==> src/rtl/bit8_1to2demux_buf.sv <==
// Byte-wide 1-to-2 demultiplexer with a small FIFO on each output lane.
// One input stream is steered by in_sel into lane 0 or lane 1. Each lane
// drains through its own port and counts the bytes it has accepted.
//
// Handshake: a transfer happens on a rising clk edge when valid && ready.
// Once valid is high, the producer holds data (and in_sel) stable until
// ready is seen. in_ready depends only on reset, in_sel and the selected
// lane's full flag. It never looks at a same-cycle pop, which keeps that
// path short. outk_valid and outk_data come from registered lane state only.

// One output lane: a circular FIFO plus an accepted-byte counter.
module bit8_1to2demux_buf_lane #(
  parameter int WIDTH = 8,
  parameter int DEPTH = 2,
  parameter int CNT_W = 8
) (
  input  logic             clk,
  input  logic             reset,
  input  logic             push,
  input  logic [WIDTH-1:0] push_data,
  input  logic             pop_ready,
  output logic             full,
  output logic [WIDTH-1:0] data,
  output logic             valid,
  output logic [CNT_W-1:0] cnt
);

  localparam int PTR_W   = (DEPTH > 1) ? $clog2(DEPTH) : 1;
  localparam int COUNT_W = $clog2(DEPTH + 1);
  localparam logic [PTR_W-1:0]   PTR_ONE    = PTR_W'(1);
  localparam logic [COUNT_W-1:0] COUNT_ONE  = COUNT_W'(1);
  localparam logic [COUNT_W-1:0] COUNT_FULL = COUNT_W'(DEPTH);
  localparam logic [CNT_W-1:0]   CNT_ONE    = CNT_W'(1);

  logic [WIDTH-1:0]   mem [DEPTH];
  logic [PTR_W-1:0]   wr_ptr;
  logic [PTR_W-1:0]   rd_ptr;
  logic [COUNT_W-1:0] count;
  logic               do_push;
  logic               do_pop;

  // Occupancy flags come straight from the registered count.
  assign valid = (count != '0);
  assign full  = (count == COUNT_FULL);

  // A full lane ignores a push even if the top offers one. An empty lane
  // ignores pop_ready, so nothing can underflow.
  assign do_push = push && !full;
  assign do_pop  = valid && pop_ready;

  // Head byte; forced to zero when empty so reset and drained lanes read 0.
  assign data = valid ? mem[rd_ptr] : '0;

  // Storage array. Contents are only observed through valid, so it needs no reset.
  always_ff @(posedge clk) begin
    if (do_push) begin
      mem[wr_ptr] <= push_data;
    end
  end

  // Write pointer. DEPTH is a power of two, so natural overflow wraps it.
  always_ff @(posedge clk or posedge reset) begin
    if (reset) begin
      wr_ptr <= '0;
    end else if (do_push) begin
      wr_ptr <= wr_ptr + PTR_ONE;
    end
  end

  // Read pointer advances on every pop and wraps the same way.
  always_ff @(posedge clk or posedge reset) begin
    if (reset) begin
      rd_ptr <= '0;
    end else if (do_pop) begin
      rd_ptr <= rd_ptr + PTR_ONE;
    end
  end

  // Occupancy. A push and a pop on the same edge leave it unchanged.
  always_ff @(posedge clk or posedge reset) begin
    if (reset) begin
      count <= '0;
    end else begin
      case ({do_push, do_pop})
        2'b10:   count <= count + COUNT_ONE;
        2'b01:   count <= count - COUNT_ONE;
        default: count <= count;
      endcase
    end
  end

  // Accepted-byte counter. It wraps naturally and ignores pops.
  always_ff @(posedge clk or posedge reset) begin
    if (reset) begin
      cnt <= '0;
    end else if (do_push) begin
      cnt <= cnt + CNT_ONE;
    end
  end

endmodule

// Top level: steers the input stream into the two lanes.
module bit8_1to2demux_buf #(
  parameter int WIDTH = 8,
  parameter int DEPTH = 2,
  parameter int CNT_W = 8
) (
  input  logic             clk,
  input  logic             reset,
  input  logic [WIDTH-1:0] in_data,
  input  logic             in_sel,
  input  logic             in_valid,
  output logic             in_ready,
  output logic [WIDTH-1:0] out0_data,
  output logic             out0_valid,
  input  logic             out0_ready,
  output logic [WIDTH-1:0] out1_data,
  output logic             out1_valid,
  input  logic             out1_ready,
  output logic [CNT_W-1:0] cnt0,
  output logic [CNT_W-1:0] cnt1
);

  logic full0;
  logic full1;
  logic accept;
  logic push0;
  logic push1;

  // Ready follows only the selected lane. A full target stalls the whole
  // input, even if the other lane has room, so input order is never changed.
  assign in_ready = !reset && !(in_sel ? full1 : full0);
  assign accept   = in_valid && in_ready;
  assign push0    = accept && !in_sel;
  assign push1    = accept &&  in_sel;

  bit8_1to2demux_buf_lane #(
    .WIDTH (WIDTH),
    .DEPTH (DEPTH),
    .CNT_W (CNT_W)
  ) u_lane0 (
    .clk       (clk),
    .reset     (reset),
    .push      (push0),
    .push_data (in_data),
    .pop_ready (out0_ready),
    .full      (full0),
    .data      (out0_data),
    .valid     (out0_valid),
    .cnt       (cnt0)
  );

  bit8_1to2demux_buf_lane #(
    .WIDTH (WIDTH),
    .DEPTH (DEPTH),
    .CNT_W (CNT_W)
  ) u_lane1 (
    .clk       (clk),
    .reset     (reset),
    .push      (push1),
    .push_data (in_data),
    .pop_ready (out1_ready),
    .full      (full1),
    .data      (out1_data),
    .valid     (out1_valid),
    .cnt       (cnt1)
  );

endmodule
==> config.mk <==
export PLATFORM = sky130hd
export DESIGN_NAME = bit8_1to2demux_buf
export DESIGN_NICKNAME = d
export VERILOG_FILES = /design/src/rtl/bit8_1to2demux_buf.sv
export SDC_FILE = /design/constraint.sdc
export NUM_CORES = 1
export LEC_CHECK = 0
export CAP_MARGIN = 20
export CORE_MARGIN = 1.5
export CORE_UTILIZATION = 30
export CTS_BUF_LIST = sky130_fd_sc_hd__clkbuf_8
export DETAILED_ROUTE_END_ITERATION = 8
export PLACE_DENSITY = 0.61
export SLEW_MARGIN = 0
export SYNTH_ARGS = -nofsm -noshare
export SYNTH_HDL_FRONTEND = slang
export SYNTH_SLANG_ARGS = --single-unit
==> constraint.sdc <==
create_clock -name clk -period 2.07 [get_ports clk]
set_input_delay 0.414 -clock clk [delete_from_list [all_inputs] [get_ports clk]]
set_output_delay 0.414 -clock clk [all_outputs]
set_load 0.02 [all_outputs]
==> flow_summary.toml <==
[outcome]
status = "finished clean"

[floorplan]
dieHeight_um = 91.1
io_pins = 49
dieArea_mm2 = 0.00830
core_mm2 = 0.00737
initial_core_util_pct = 31.6
rows = 31
dieWidth_um = 91.1

[worst_setup_path]
r2r_slack_ps = 340
regToRegStartpoint = "u_lane1.count[1]$_DFFE_PP0P_"
crit_family = "buffers and inverters"
crit_chain = "buf_4 -> mux2i_1 -> nor2_1 -> dlygate4sd2_1"
startpoint_type = "flop"
r2r_cells = 7
r2r-end = "u_lane1.count[1]$_DFFE_PP0P_"
max_stage_delay_ps = 490
path_max_fanout = 6
cp.buffers_inverters = 2
required_ps = 1660
arrival_ps = 1500
path_class = "reg -> out"
end_kind = "output pin"
crit_path_top_delay_cell = "dfrtp_2"

[finish]
final_util_pct = 43.3
insertedDiodeCount = 0
drive_gt1_share_pct = 15.1
instances_no_fill = 337
syn2layout_area_growth_pct = 37.0
final_cell_area_mm2 = 0.00319
nets = 255

[worst_hold_path]
hold_start = "u_lane0.cnt[7]$_DFFE_PP0P_"
holdPathStages = 1
hp-class = "reg -> reg"
whs_endpoint = "u_lane0.cnt[7]$_DFFE_PP0P_"

[power_and_ir_drop]
p_per_area_mw_per_mm2 = 1260
peakVddDrop_mv = 0.691
power.leakage_nw = 1.36

[placement]
routabilityCongestion = 0.661
port_buffers = 48
dp.cells = 323
dp.final_hpwl_mm = 3.16
dpl_cell_area_mm2 = 0.00304
dp_worst_setup_slack_ps = -224

[detailed_routing]
via_per_inst = 4.29
drt_first_pass_iters = 4
ant_nets = 0
wl_mm = 4.40
route.detailed.drc = 0
post_drt_wl_per_cell_um = 13.0
first_iter_violations = 73
vias = 1447

[synth]
ys.flop_type = "edfxtp_1"
syn-instance-count = 164
async_reset_ff_share_pct = 42.9
ys_seq_elements = 56
synth-seq-area-share_pct = 67.0
avgSynthCellArea_um2 = 14.2
yosysWarnings = 0
ys_types = 26
synth_nets = 182
syn_area_mm2 = 0.00233
synth_edf_count = 32

[clock_tree]
clock_latency_ps = 300
root_buffer = "clkbuf_8"
cts_sinks = 56
clockBufferDepth = 2
cts_buffers = 5
cts.clk_slew.worst_paths_ps = 100
cts_tree = "yes"
htree_num_levels = 2

[timing]
rsz0062_at_grt = "no"
slew_viol_final = 0
min_period_ps = 1910
period_share_pct = 92.3
hold_violations = 0
worst_slack_ps = 158
worstMarginPinSlew_ps = 314
finClkSkew_ps = 5.41
finalSetupViolations = 0
fmax_mhz = 523
max-slew-margin-rel_pct = 79.1

[grt]
grt_max_degree = 25
grt_pass1_vias = 1527
antenna_found_initial = 0
grt-ovfl-total = 0
grt_pass1_wl_mm = 7.61
grtUsageTotal_pct = 11.7

[flow_run]
maxCapViolations = 0
worst max-delay path by stage:
stage	slack, ps	startpoint	to	cells past startpoint
after global routing	40	u_lane0.rd_ptr$_DFFE_PP0P_	out0_data[1]	4
after detailed placement	-220	in_sel	in_ready	4
after CTS	30	u_lane1.count[0]$_DFFE_PP0P_	out1_valid	4
final	160	u_lane0.rd_ptr$_DFFE_PP0P_	out0_data[1]	4
after floorplan	250	u_lane1.count[1]$_DFFE_PP0P_	u_lane1.mem[0][0]$_DFFE_PP_	4
after global placement	-160	in_sel	in_ready	4
worst reg2reg max path, stage by stage (launching register included):
cell and delay, ps:
dfrtp_1 410, nor2b_1 170, buf_4 160, nor3b_2 240, inv_1 90, ha_1 310
nor2_1 130, xor2_1 140
registers in the layout (all words and copies together), names as in the netlist:
register / flops
u_lane0.mem: 16
u_lane1.mem: 16
u_lane0.cnt: 8
u_lane1.cnt: 8
u_lane0.count: 2
u_lane1.count: 2
u_lane0.rd_ptr: 1
u_lane0.wr_ptr: 1
u_lane1.rd_ptr: 1
u_lane1.wr_ptr: 1
metal layers:
layer | part of all wire [%] | vias up | global-route usage [%]
met3 | 5.7 | 2 | 3.02
li1 | - | 719 | -
met1 | 47 | 683 | 16.0
met2 | 47 | 43 | 18.2
met4 | 0.48 | 0 | 3.52
met5 | 0 | - | 0
Yosys cell counts, drive strengths merged (2+ instances only):
master  count  area (um2)
nand2       2        7.51
nand3       4        20.0
xnor2      13         114
clkbuf      2        7.51
nand4       5        31.3
nand2b      2        20.0
mux2        2        22.5
edfxtp     32         961
nor2       26        97.6
nor2b       5        31.3
ha          4        50.1
xor2       11        96.3
inv         6        22.5
nor3        2        21.3
dfrtp      24         601
mux2i      16         160
cells by family (layout without fill, tap and decap cells):
family / after synthesis / in the layout / synth area share [%]
AO/OA/AOI/OAI: 1 / 1 / 0.322
XOR/XNOR: 24 / 24 / 9.02
adder cells (fa/ha/maj): 4 / 4 / 2.15
buffers and inverters: 9 / 83 / 1.77
flip-flops: 56 / 56 / 67.0
multiplexers: 18 / 18 / 7.84
AND/OR/NAND/NOR: 52 / 52 / 11.9
cells in the final DEF, fill, tap and decap left out, drive strengths merged:
cell,n
nor2,26
ha,4
dlymetal6s2s,2
clkdlybuf4s50,29
or3,1
mux2i,16
xnor2,13
bufinv,1
and2,1
xor2,11
buf,21
mux2,2
nor3,2
nand4,5
and3,1
dfrtp,24
a211oi,1
dlygate4sd2,16
and4b,1
nand2b,2
inv,8
nand3,4
nor2b,5
clkbuf,6
nand2,2
nor3b,1
nor4,1
edfxtp,32
where the power goes:
| part | leakage, nW | internal, W | switching [W] |
|---|---|---|---|
| Clock | 0.0599 | 0.000361 | 0.000340 |
| Combinational | 0.706 | 0.000834 | 0.000866 |
| Sequential | 0.590 | 0.00140 | 0.000219 |
| Total | 1.36 | 0.00259 | 0.00142 |
final cells by class:
cell class,instances,area (um2)
fillers,708,4180
flip-flops and latches,56,1560
multi-input cells,99,727
repair buffers,69,643
well taps,99,124
clock buffers,5,68.8
clock inverters,3,42.5
inverters,6,22.5
through the flow:
stage	hold WS (ps)	total power, W	TNS [ps]
4_1_cts	486	0.00402	0
5_1_grt	498	0.00430	0
6_report	483	0.00402	0
2_1_floorplan	429	0.00257	0
3_3_place_gp	465	0.00333	-204
3_5_place_dp	472	0.00336	-319
what timing repair did:
item | in CTS | in global routing
setup buffers | 4 | 2
hold buffers | 0 | 0
cloned | 0 | 0
endpoints found under the setup margin | 17 | 4
resized for setup | 19 | 5
No activity file was read; power rests on OpenSTA's default activity.
